File: src/rtl/afifo_wr_arbiter.sv
// afifo_wr_arbiter: round-robin arbiter sharing the async FIFO write port
// between NUM_REQ producers. One grant per burst; a burst ends on req_last,
// after MAX_BURST beats, or after STALL_MAX consecutive idle cycles.
module afifo_wr_arbiter #(
  parameter int NUM_REQ   = 4,
  parameter int DATA_W    = 8,
  parameter int MAX_BURST = 8,
  parameter int STALL_MAX = 8,
  localparam int GNT_W    = $clog2(NUM_REQ)
) (
  input  logic                      wr_clk,
  input  logic                      wr_rst,
  input  logic [NUM_REQ-1:0]        req_valid,
  input  logic [NUM_REQ-1:0]        req_last,
  input  logic [NUM_REQ*DATA_W-1:0] req_data,
  output logic [NUM_REQ-1:0]        req_ready,
  input  logic                      fifo_full,
  output logic                      fifo_push,
  output logic [DATA_W-1:0]         fifo_data_in,
  output logic [GNT_W-1:0]          grant_id,
  output logic                      busy,
  output logic [15:0]               push_cnt
);

  localparam int unsigned NREQ_U       = NUM_REQ;
  localparam logic [7:0]  C_BEAT_LAST  = 8'(MAX_BURST - 1);
  localparam logic [7:0]  C_STALL_LAST = 8'(STALL_MAX - 1);
  localparam logic [GNT_W-1:0] C_PTR_RST = GNT_W'(NUM_REQ - 1);

  typedef enum logic {ST_IDLE, ST_BURST} state_t;

  state_t           r_state;
  logic [GNT_W-1:0] r_grant_id;
  logic [GNT_W-1:0] r_rr_ptr;
  logic [7:0]       r_beat_cnt;
  logic [7:0]       r_stall_cnt;
  logic [15:0]      r_push_cnt;
  logic             r_busy;

  logic             w_ready;
  logic             w_gnt_valid;
  logic             w_gnt_last;
  logic             w_beat;
  logic [GNT_W-1:0] w_pick;
  logic             w_pick_found;

  function automatic logic [GNT_W-1:0] wrap_idx(input int unsigned base,
                                                input int unsigned off);
    return GNT_W'((base + off) % NREQ_U);
  endfunction

  // Ready is combinational so a beat costs no extra latency; reset masks it
  // so a beat presented in the reset cycle is never pushed.
  assign w_ready     = (r_state == ST_BURST) && !fifo_full && !wr_rst;
  assign w_gnt_valid = req_valid[r_grant_id];
  assign w_gnt_last  = req_last[r_grant_id];
  assign w_beat      = w_ready && w_gnt_valid;

  // One-hot ready towards the granted requester only.
  always_comb begin
    req_ready = '0;
    req_ready[r_grant_id] = w_ready;
  end

  assign fifo_push    = w_beat;
  assign fifo_data_in = req_data[int'(r_grant_id)*DATA_W +: DATA_W];
  assign grant_id     = r_grant_id;
  assign busy         = r_busy;
  assign push_cnt     = r_push_cnt;

  // Round-robin search starting just after the last served requester.
  always_comb begin
    w_pick       = '0;
    w_pick_found = 1'b0;
    for (int unsigned k = 1; k <= NREQ_U; k++) begin
      if (!w_pick_found && req_valid[wrap_idx(32'(r_rr_ptr), k)]) begin
        w_pick       = wrap_idx(32'(r_rr_ptr), k);
        w_pick_found = 1'b1;
      end
    end
  end

  // Arbitration FSM, burst/stall counters and accepted-beat counter.
  always_ff @(posedge wr_clk) begin
    if (wr_rst) begin
      r_state     <= ST_IDLE;
      r_grant_id  <= '0;
      r_rr_ptr    <= C_PTR_RST;
      r_beat_cnt  <= '0;
      r_stall_cnt <= '0;
      r_push_cnt  <= '0;
      r_busy      <= 1'b0;
    end else begin
      case (r_state)
        ST_IDLE: begin
          if (w_pick_found) begin
            r_grant_id <= w_pick;
            r_state    <= ST_BURST;
            r_busy     <= 1'b1;
          end
        end
        ST_BURST: begin
          if (w_beat) begin
            r_push_cnt  <= r_push_cnt + 16'd1;
            r_stall_cnt <= '0;
            if (w_gnt_last || (r_beat_cnt == C_BEAT_LAST)) begin
              r_state    <= ST_IDLE;
              r_busy     <= 1'b0;
              r_rr_ptr   <= r_grant_id;
              r_beat_cnt <= '0;
            end else begin
              r_beat_cnt <= r_beat_cnt + 8'd1;
            end
          end else if (!w_gnt_valid) begin
            // Only a missing valid counts as a stall; full-flag waits do not.
            if (r_stall_cnt == C_STALL_LAST) begin
              r_state     <= ST_IDLE;
              r_busy      <= 1'b0;
              r_rr_ptr    <= r_grant_id;
              r_beat_cnt  <= '0;
              r_stall_cnt <= '0;
            end else begin
              r_stall_cnt <= r_stall_cnt + 8'd1;
            end
          end
        end
        default: begin
          r_state <= ST_IDLE;
          r_busy  <= 1'b0;
        end
      endcase
    end
  end

endmodule
File: config.mk
export PLATFORM = sky130hd
export DESIGN_NAME = afifo_wr_arbiter
export DESIGN_NICKNAME = d
export VERILOG_FILES = /design/src/rtl/afifo_wr_arbiter.sv
export SDC_FILE = /design/constraint.sdc
export NUM_CORES = 1
export LEC_CHECK = 0
export ABC_AREA = 1
export CAP_MARGIN = 25
export CORE_MARGIN = 8
export CORE_UTILIZATION = 34
export CTS_BUF_LIST = sky130_fd_sc_hd__clkbuf_16
export DETAILED_ROUTE_END_ITERATION = 10
export GPL_ROUTABILITY_DRIVEN = 1
export HOLD_SLACK_MARGIN = 0.05
export SYNTH_ARGS = -nofsm -noshare
export SYNTH_HDL_FRONTEND = slang
export SYNTH_SLANG_ARGS = --single-unit
File: constraint.sdc
create_clock -name wr_clk -period 4.2 [get_ports wr_clk]
set_clock_uncertainty 0.15 [all_clocks]
set_input_delay 0.63 -clock wr_clk [delete_from_list [all_inputs] [get_ports wr_clk]]
set_output_delay 0.63 -clock wr_clk [all_outputs]
set_load 0.02 [all_outputs]
==> flow_metrics.tcl, run 1 <==
set metrics [dict create \
    drv_cap 0 \
    yosysUniqueCellTypes 35 \
    hp-class "reg -> reg" \
    synth_area_leaders "dfxtp_1 (28%), nand2_1 (16%), nand3_1 (9.9%), a21oi_1 (6.2%), inv_1 (4.9%)" \
    syn_inst 413 \
    async_flop_share_pct 0 \
    peakVddDrop_mv 0.221 \
    critPathCaptureType "output pin" \
    wire_per_inst_um 13.1 \
    cts_setup_buffers 0 \
    grt_pass1_vias 2659 \
    setup_tns_ns 0 \
    fill_cells 802 \
    fp-row-count 32 \
    routed_via_density 4.95 \
    clock_sinks 38 \
    power_leakage_nw 1.44 \
    ctsHtreeMaxLevel 2 \
    cpMaxStageDelayCell "clkdlybuf4s50_1" \
    final_design_area_no_fill_mm2 0.00363 \
    hold_viol 0 \
    numCtsBuffers 5 \
    synth_area_mm2 0.00267 \
    path_buf_inv 3 \
    crit_top_cell "clkdlybuf4s50_1" \
    start_kind "input port" \
    cp.arrival_ns 2.39 \
    crit_path_max_incr_delay_ns 0.65 \
    cts_tree "built" \
    slew_headroom_pct 62.7 \
    final_net_count 529 \
    first_pass_iters 4 \
    drt_iter0_drc 113 \
    holdPathStages 2 \
    fmax_mhz 315 \
    cts-root-buf "clkbuf_16" \
    syn-num-nets 459 \
    yosys_warnings 0 \
    syn_to_final_growth_pct 35.8 \
    gp_congestion 0.837 \
    crit_path_cell_trace "clkdlybuf4s50_1, nor3_4, inv_2, nor3_1, clkdlybuf4s50_1" \
    start_util_pct 34.7 \
    cts.reportedPaths.clkPinSlew_ns 0.05 \
    ff2ff_path_depth 9 \
    synth_edf_count 0 \
    hpwl_um 5810 \
    drv_slew 0 \
    antenna_found_initial 0 \
    ios 75 \
    synth_ff_type "dfxtp_1" \
    yosysSeqAreaShare_pct 28.5 \
    ant_nets 0 \
    pwr_density_cell_mw_per_mm2 291 \
    grt_max_degree 25 \
    critPathKind "in -> out" \
    insertion_delay_ns 0.28 \
    yosys.area.top_type "dfxtp_1" \
    cts_buffer_depth 2 \
    finalSetupViolCount 0 \
    synth_top_area_share_pct 28.5 \
    yosysMostFrequentCell "nand2_1" \
    portBuffers 74 \
    die_h_um 105 \
    cts-resized-gates 0 \
    crit-reg2reg-launch "grant_id[1]" \
    cp-endpoint "req_ready[2]" \
    drive_above_1_share_pct 8.68 \
    overflow 0 \
    finalCritPeriodShare_pct 75.6 \
    reg2reg_setup_slack_ns 2.00 \
    hold_buffers 0 \
    dr_total_vias 2901 \
    worst-path-stages 5 \
    synth_seq_cells 38 \
    core_mm2 0.00769 \
    grt_usage_pct 13.5 \
    wl_um 7680 \
    r2r-end "r_stall_cnt[7]" \
    startpoint "wr_rst" \
    crit_fanout 6 \
    syn_avg_cell_area_um2 6.47 \
    cp.required_ns 3.42 \
    rsz0062_at_grt "false" \
    placed_cell_area_mm2 0.00346 \
    min_period_ns 3.17 \
    drc 0 \
    grt_pass1_wl_um 12500 \
    dieArea_mm2 0.0109 \
    critPathTopFamily "buffers and inverters" \
    antennaDiodeCount 0 \
    die_x_um 105 \
    status "finished clean" \
    netlist_top_cells_count "nand2_1 (116), nand3_1 (53), dfxtp_1 (38), inv_1 (35), nor2_1 (35)" \
    worst_pin_slew_ns 0.558 \
]
-- worst min-delay path by stage --
stage                               from              to  slack [ns]
after floorplan           r_stall_cnt[3]  r_stall_cnt[3]        0.30
after global placement    r_stall_cnt[3]  r_stall_cnt[3]        0.31
after detailed placement  r_stall_cnt[3]  r_stall_cnt[3]        0.32
after CTS                 r_stall_cnt[3]  r_stall_cnt[3]        0.33
after global routing      r_stall_cnt[3]  r_stall_cnt[3]        0.34
final                     r_stall_cnt[3]  r_stall_cnt[3]        0.32
-- layout by cell type, fill, tap and decap left out, drive strengths merged --
cell type,synthesis,layout
nand2,126,126
clkdlybuf4s50,0,74
nand3,55,55
inv,42,44
nor2,42,42
dfxtp,38,38
a21oi,33,33
nor3,15,15
nand4,9,9
a22oi,8,8
o21ai,8,8
xor2,7,7
clkbuf,7,5
buf,8,4
ha,3,3
xnor2,2,2
a21o,2,2
nand3b,2,2
o21bai,1,1
and3,1,1
o2111ai,1,1
o31ai,1,1
a21boi,1,1
and2,1,1
bufinv,0,1
-- layer usage --
layer	vias to the layer above	share of wire [%]	GRT usage, %
li1	1498	-	-
met1	1298	49	17.3
met2	99	42	21.4
met3	6	7.8	4.24
met4	0	0.89	3.67
met5	-	0	0
-- flip-flops by register name, indices dropped and copies added (netlist names) --
| register | count |
|---|---|
| r_stall_cnt | 8 |
| grant_id | 2 |
| r_rr_ptr | 2 |
| busy | 1 |
| push_cnt | 16 |
| r_beat_cnt | 8 |
| r_state | 1 |
-- power breakdown --
group / switching [mW] / internal (mW) / total, mW
Combinational: 0.145 / 0.112 / 0.257
Sequential: 0.00823 / 0.369 / 0.377
Clock: 0.146 / 0.276 / 0.422
-- stage by stage --
step / setup slack [ns] / total power [mW] / utilization (%) / cells / hold slack, ns
2_1_floorplan: 1.87 / 0.541 / - / 413 / 0.299
3_3_place_gp: 1.06 / 0.642 / 45.1 / 578 / 0.314
3_5_place_dp: 1.05 / 0.644 / 45.1 / 578 / 0.317
4_1_cts: 1.01 / 1.07 / 47.2 / 586 / 0.326
5_1_grt: 0.885 / 1.11 / 47.2 / 586 / 0.342
6_report: 1.03 / 1.06 / 47.2 / 586 / 0.324
-- worst reg2reg max path: stages (launching register included) --
cell and delay, ns:
dfxtp_1 0.45, buf_4 0.31, nor2_8 0.10, nand2_2 0.07
nand2_2 0.09, o21ai_4 0.43, nand2_4 0.11, nand2_4 0.18
nand2_4 0.08, nor3_2 0.17
-- final cells by class --
type	instances	area, µm²	share of cell area, %
Clock buffer	5	125	3.45
Clock inverter	3	37.5	1.04
Inverter	42	158	4.35
Multi-Input combinational cell	318	1650	45.4
Sequential cell	38	761	21.0
Tap cell	102	128	3.52
Timing Repair Buffer	78	771	21.3
-- logic make-up (layout without fill, tap and decap cells) --
kind of cell | count (synthesis) | after routing | share of synthesized area (%)
AOI/OAI and AO/OA | 55 | 55 | 12.1
xor gates and xnor gates | 9 | 9 | 2.95
adders and majority gates | 3 | 3 | 1.41
buffers and inverters | 57 | 128 | 9.84
DFF | 38 | 38 | 28.5
and+or+nand+nor | 251 | 251 | 45.2
Note: power is estimated with default switching activity, not from simulation.
==> run 2: changes to the inputs <==
==> constraint.sdc (replaced) <==
create_clock -name wr_clk -period 3 [get_ports wr_clk]
set_clock_uncertainty 0.15 [all_clocks]
set_input_delay 0.45 -clock wr_clk [delete_from_list [all_inputs] [get_ports wr_clk]]
set_output_delay 0.45 -clock wr_clk [all_outputs]
set_load 0.02 [all_outputs]
==> run 2 against run 1 <==
- global-route usage rose by 0.49 points
- sequential cell count did not move
- die area did not move
- first-iteration DRC count rose by 50%
- clock-buffer cell count did not move
- wire length barely moved
- highest routed layer unchanged
- sequential share of layout area rose by 0.065 points
==> flow_metrics.tcl, run 2 (synthesized netlist as in run 1, its figures left out) <==
set metrics [dict create \
    worst_pin_slew_ns 0.537 \
    drc 0 \
    finalCritPeriodShare_pct 93.4 \
    ctsHtreeMaxLevel 2 \
    core_mm2 0.00769 \
    final_cell_mix "nand2_1 (116), clkdlybuf4s50_1 (74), nand3_1 (53), dfxtp_1 (38)" \
    fill_cells 786 \
    grt_max_degree 25 \
    crit_path_cell_trace "clkdlybuf4s50_1, nor3_4, inv_2, nor3_1, clkdlybuf4s50_1" \
    start_kind "input port" \
    drv_slew 0 \
    switchingPower_mw 0.414 \
    status "finished clean" \
    multi_input_comb_area_mm2 0.00165 \
    hp-class "reg -> reg" \
    crit_fanout 6 \
    syn_to_final_growth_pct 35.4 \
    cts-root-buf "clkbuf_16" \
    antennaDiodeCount 0 \
    clkPwrFrac_pct 35.8 \
    drv_cap 0 \
    antenna_found_initial 0 \
    insertion_delay_ns 0.28 \
    die_h_um 105 \
    cts_buffer_depth 2 \
    hold_viol 0 \
    utilization_pct 47.0 \
    slew_headroom_pct 64.0 \
    cpMaxStageDelayCell "clkdlybuf4s50_1" \
    cts.reportedPaths.clkPinSlew_ns 0.05 \
    grt_pass1_vias 2743 \
    fp-row-count 32 \
    finalSetupViolCount 0 \
    cp.arrival_ns 2.20 \
    overflow 0 \
    fmax_mhz 357 \
    ios 75 \
    die_x_um 105 \
    peakVddDrop_mv 0.250 \
    ant_nets 0 \
    cts_setup_buffers 0 \
    drive_above_1_share_pct 8.85 \
    critPathCaptureType "output pin" \
    largest_reg_flops 16 \
    grt_usage_pct 14.0 \
    power_leakage_nw 1.43 \
    dieArea_mm2 0.0109 \
    power_frac_seq_pct 38.2 \
    clock_sinks 38 \
    p_int_mw 0.975 \
    start_util_pct 34.7 \
    routed_via_density 4.92 \
    portBuffers 74 \
    final_net_count 531 \
    numCtsBuffers 5 \
    cts_tree "built" \
    rsz0062_at_grt "false" \
    grt_pass1_wl_um 13000 \
    hold_buffers 0 \
    cts-resized-gates 0 \
    wire_per_inst_um 13.1 \
    regArea_um2 761 \
    hpwl_um 5920 \
    cp.required_ns 2.40 \
    final_cells 588 \
    crit_top_cell "clkdlybuf4s50_1" \
    gp_congestion 0.833 \
    dp_cells 580 \
    final_common_cell "nand2_1" \
    swShare_pct 29.8 \
    pwr_density_cell_mw_per_mm2 384 \
    wl_um 7680 \
    first_pass_iters 4 \
    crit_path_max_incr_delay_ns 0.64 \
    dr_total_vias 2895 \
    setup_tns_ns 0 \
    critPathKind "in -> out" \
    min_period_ns 2.80 \
    comb_power_share_pct 26.0 \
    drt_iter0_drc 169 \
]
-- run 2: worst paths after layout --
check | start | end | slack [ns] | cells past startpoint
max reg2reg | grant_id[1] | busy | 0.90 | 12
min | r_stall_cnt[3] | r_stall_cnt[3] | 0.33 | 2
max | wr_rst | req_ready[0] | 0.20 | 5
min reg2reg | r_stall_cnt[3] | r_stall_cnt[3] | 0.33 | 2
-- run 2: area by class of cell --
cell class | count | area share (%)
Inverter | 42 | 4.36
Sequential cell | 38 | 21.0
Clock inverter | 3 | 0.312
Timing Repair Buffer | 80 | 21.7
Multi-Input combinational cell | 318 | 45.6
Clock buffer | 5 | 3.46
Tap cell | 102 | 3.53
-- run 2: metal layers --
metal,GRT usage (%),routed length [µm]
met1,18.9,3910
met2,22.0,3270
met5,0,0
met3,3.69,412
met4,2.75,88
-- run 2: power groups by stage --
| stage | registers, mW | logic (mW) | clock network (mW) |
|---|---|---|---|
| finish | 0.531 | 0.361 | 0.497 |
| global route | 0.532 | 0.396 | 0.538 |
| CTS | 0.531 | 0.364 | 0.513 |
| detailed placement | 0.542 | 0.363 | 0 |
| global placement | 0.542 | 0.361 | 0 |
| floorplan | 0.542 | 0.216 | 0 |
-- run 2: per-stage QoR --
stage               instance area, µm²  power, mW  worst slack, ns  hold WS, ns
floorplan                         2670      0.758            0.918        0.299
global placement                  3480      0.903            0.225        0.314
detailed placement                3480      0.904            0.213        0.322
CTS                               3610       1.41            0.209        0.332
global route                      3610       1.47            0.146        0.353
finish                            3610       1.39            0.198        0.333
-- run 2: worst max-delay path, delay by kind of cell --
kind                   cells  cell delay (ns)
buffers and inverters      3             1.29
and+or+nand+nor            2             0.46
==> run 3: changes to the inputs <==
--- a/config.mk
+++ b/config.mk
@@ -7,12 +7,14 @@
 export LEC_CHECK = 0
 export ABC_AREA = 1
 export CAP_MARGIN = 25
-export CORE_MARGIN = 8
+export CORE_MARGIN = 1.5
 export CORE_UTILIZATION = 34
 export CTS_BUF_LIST = sky130_fd_sc_hd__clkbuf_16
 export DETAILED_ROUTE_END_ITERATION = 10
 export GPL_ROUTABILITY_DRIVEN = 1
 export HOLD_SLACK_MARGIN = 0.05
+export PLACE_DENSITY = 0.6
+export SETUP_SLACK_MARGIN = 0.02
 export SYNTH_ARGS = -nofsm -noshare
 export SYNTH_HDL_FRONTEND = slang
 export SYNTH_SLANG_ARGS = --single-unit
==> run 3 against run 2 <==
- critical path depth unchanged
- via count grew 0.14%
- sequential power rose by 0.9%
- first-iteration DRC count down 41%
- design area is 0.28% lower
- hold slack improved by 0.00079 ns
- global-route usage rose by 3.4 points
- utilization grew 0.12 points
- critical path type unchanged
- critical endpoint is now req_ready[2]
- highest routed layer unchanged
==> flow_metrics.tcl, run 3 (synthesized netlist as in run 1, its figures left out) <==
set metrics [dict create \
    peakVddDrop_mv 0.253 \
    switchingPower_mw 0.407 \
    antennaDiodeCount 0 \
    use_met1_pct 21.7 \
    placed_cell_area_mm2 0.00347 \
    crit_path_cell_trace "clkdlybuf4s50_1, nor3_4, inv_2, nor3_1, clkdlybuf4s50_1" \
    slew_headroom_pct 60.6 \
    die_h_um 91.6 \
    ff2ff_path_depth 12 \
    grt-busiest-layer "met2" \
    gp_congestion 0.843 \
    fmax_mhz 365 \
    critPathTopFamily "buffers and inverters" \
    cpMaxStageDelayCell "clkdlybuf4s50_1" \
    start_util_pct 34.9 \
    dr_total_vias 2899 \
    cp.required_ns 2.40 \
    cts.reportedPaths.clkPinSlew_ns 0.05 \
    hp-class "reg -> reg" \
    die_x_um 91.6 \
    p_int_mw 0.971 \
    r2r-end "busy" \
    portBuffers 74 \
    antenna_found_initial 0 \
    power_frac_seq_pct 38.9 \
    cp.arrival_ns 2.14 \
    status "finished clean" \
    finalSetupViolCount 0 \
    setup_tns_ns 0 \
    cts-root-buf "clkbuf_16" \
    critPathKind "in -> out" \
    crit-reg2reg-launch "grant_id[1]" \
    pwr_density_cell_mw_per_mm2 382 \
    cts_tree "built" \
    finalCritPeriodShare_pct 91.4 \
    worst-path-stages 5 \
    critPathCaptureType "output pin" \
    drc 0 \
    core_mm2 0.00765 \
    final_cell_mix "nand2_1 (116), clkdlybuf4s50_1 (74), nand3_1 (53), inv_1 (37), dfxtp_1 (37)" \
    clkPwrFrac_pct 35.4 \
    comb_power_share_pct 25.7 \
    cts_buffer_depth 2 \
    grt_usage_pct 17.4 \
    swShare_pct 29.5 \
    drv_slew 0 \
    power.total_mw 1.38 \
    wire_per_inst_um 12.5 \
    crit_top_cell "clkdlybuf4s50_1" \
    startpoint "fifo_full" \
    final_common_cell "nand2_1" \
    first_pass_iters 4 \
    grt_max_degree 25 \
    ant_nets 0 \
    start_kind "input port" \
    grt_use_met2_pct 29.9 \
    grt_pass1_wl_um 11900 \
    path_buf_inv 3 \
    worst_pin_slew_ns 0.588 \
    grt_pass1_vias 2590 \
    ios 75 \
    met3_usage_pct 4.56 \
    cp-endpoint "req_ready[2]" \
    clock_sinks 38 \
    final_net_count 530 \
    numCtsBuffers 5 \
    crit_fanout 6 \
    routed_via_density 4.95 \
    rsz0062_at_grt "false" \
    insertion_delay_ns 0.28 \
    dieArea_mm2 0.00839 \
    ctsHtreeMaxLevel 2 \
    wl_um 7300 \
    reg2reg_setup_slack_ns 0.88 \
    crit_path_max_incr_delay_ns 0.63 \
    power_leakage_nw 1.43 \
    final_design_area_no_fill_mm2 0.00360 \
    syn_to_final_growth_pct 35.0 \
    drt_iter0_drc 100 \
    min_period_ns 2.74 \
    hold_viol 0 \
    hpwl_um 5440 \
    drive_above_1_share_pct 8.88 \
    drv_cap 0 \
    largest_reg_flops 16 \
    overflow 0 \
    fp-row-count 32 \
]
==> run 3: cell types whose count changed in the layout (fill, tap and decap cells not counted) <==
| cell | change |
|---|---|
| dfxtp_1 | -1 |
| inv_1 | +2 |
| clkinv_1 | -3 |
| dfxtp_2 | +1 |
| buf_4 | -1 |
==> run 3: per-layer routing <==
layer	vias up	share of wire (%)
li1	1495	-
met1	1313	47
met2	85	45
met3	6	7.4
met4	0	0.88
met5	-	0
==> run 3: power groups by stage <==
| stage | clock [mW] | sequential [mW] | combinational, mW |
|---|---|---|---|
| after global placement | 0 | 0.545 | 0.352 |
| after detailed placement | 0 | 0.546 | 0.355 |
| after floorplan | 0 | 0.542 | 0.216 |
| final | 0.489 | 0.536 | 0.354 |
| after global routing | 0.525 | 0.537 | 0.386 |
| after CTS | 0.506 | 0.535 | 0.356 |
==> run 3: area by class of cell <==
cell class | count | area, µm²
clock buffers | 5 | 125
clock inverters | 2 | 7.51
fillers | 772 | 4040
inverters | 42 | 158
multi-input cells | 318 | 1650
flip-flops and latches | 38 | 762
well taps | 102 | 128
repair buffers | 79 | 778
==> run 3: worst min-delay path by stage <==
stage	startpoint	to	slack [ns]	cells after the start
after global routing	r_stall_cnt[3]	r_stall_cnt[3]	0.35	2
after CTS	r_beat_cnt[1]	r_beat_cnt[1]	0.33	2
after floorplan	r_stall_cnt[3]	r_stall_cnt[3]	0.30	2
after detailed placement	r_beat_cnt[1]	r_beat_cnt[1]	0.32	2
final	r_stall_cnt[3]	r_stall_cnt[3]	0.33	2
after global placement	r_stall_cnt[3]	r_stall_cnt[3]	0.31	2
==> run 3: worst register-to-register path: stages (launching register included) <==
cell     delay (ns)
dfxtp_2        0.59
inv_2          0.15
nand3_2        0.11
nand2_4        0.08
nor2_4         0.17
nor2_4         0.06
buf_4          0.22
nand2_1        0.13
inv_2          0.06
nor2_4         0.14
nor2_1         0.06
nand2_1        0.08
inv_1          0.03
==> run 3: timing repair <==
action | CTS | global route
buffers inserted | 0 | 0
setup endpoints to repair | 0 | 9
hold buffers | 0 | 0
gates resized for setup | 0 | 1
==> run 3: metrics by stage <==
step | std cells | utilization, % | setup WS (ns) | hold WS (ns)
2_1_floorplan | 413 | - | 0.918 | 0.299
3_3_place_gp | 579 | 45.4 | 0.245 | 0.313
3_5_place_dp | 579 | 45.4 | 0.257 | 0.324
4_1_cts | 586 | 47.1 | 0.0650 | 0.333
5_1_grt | 586 | 47.1 | 0.0953 | 0.353
6_report | 586 | 47.1 | 0.259 | 0.333
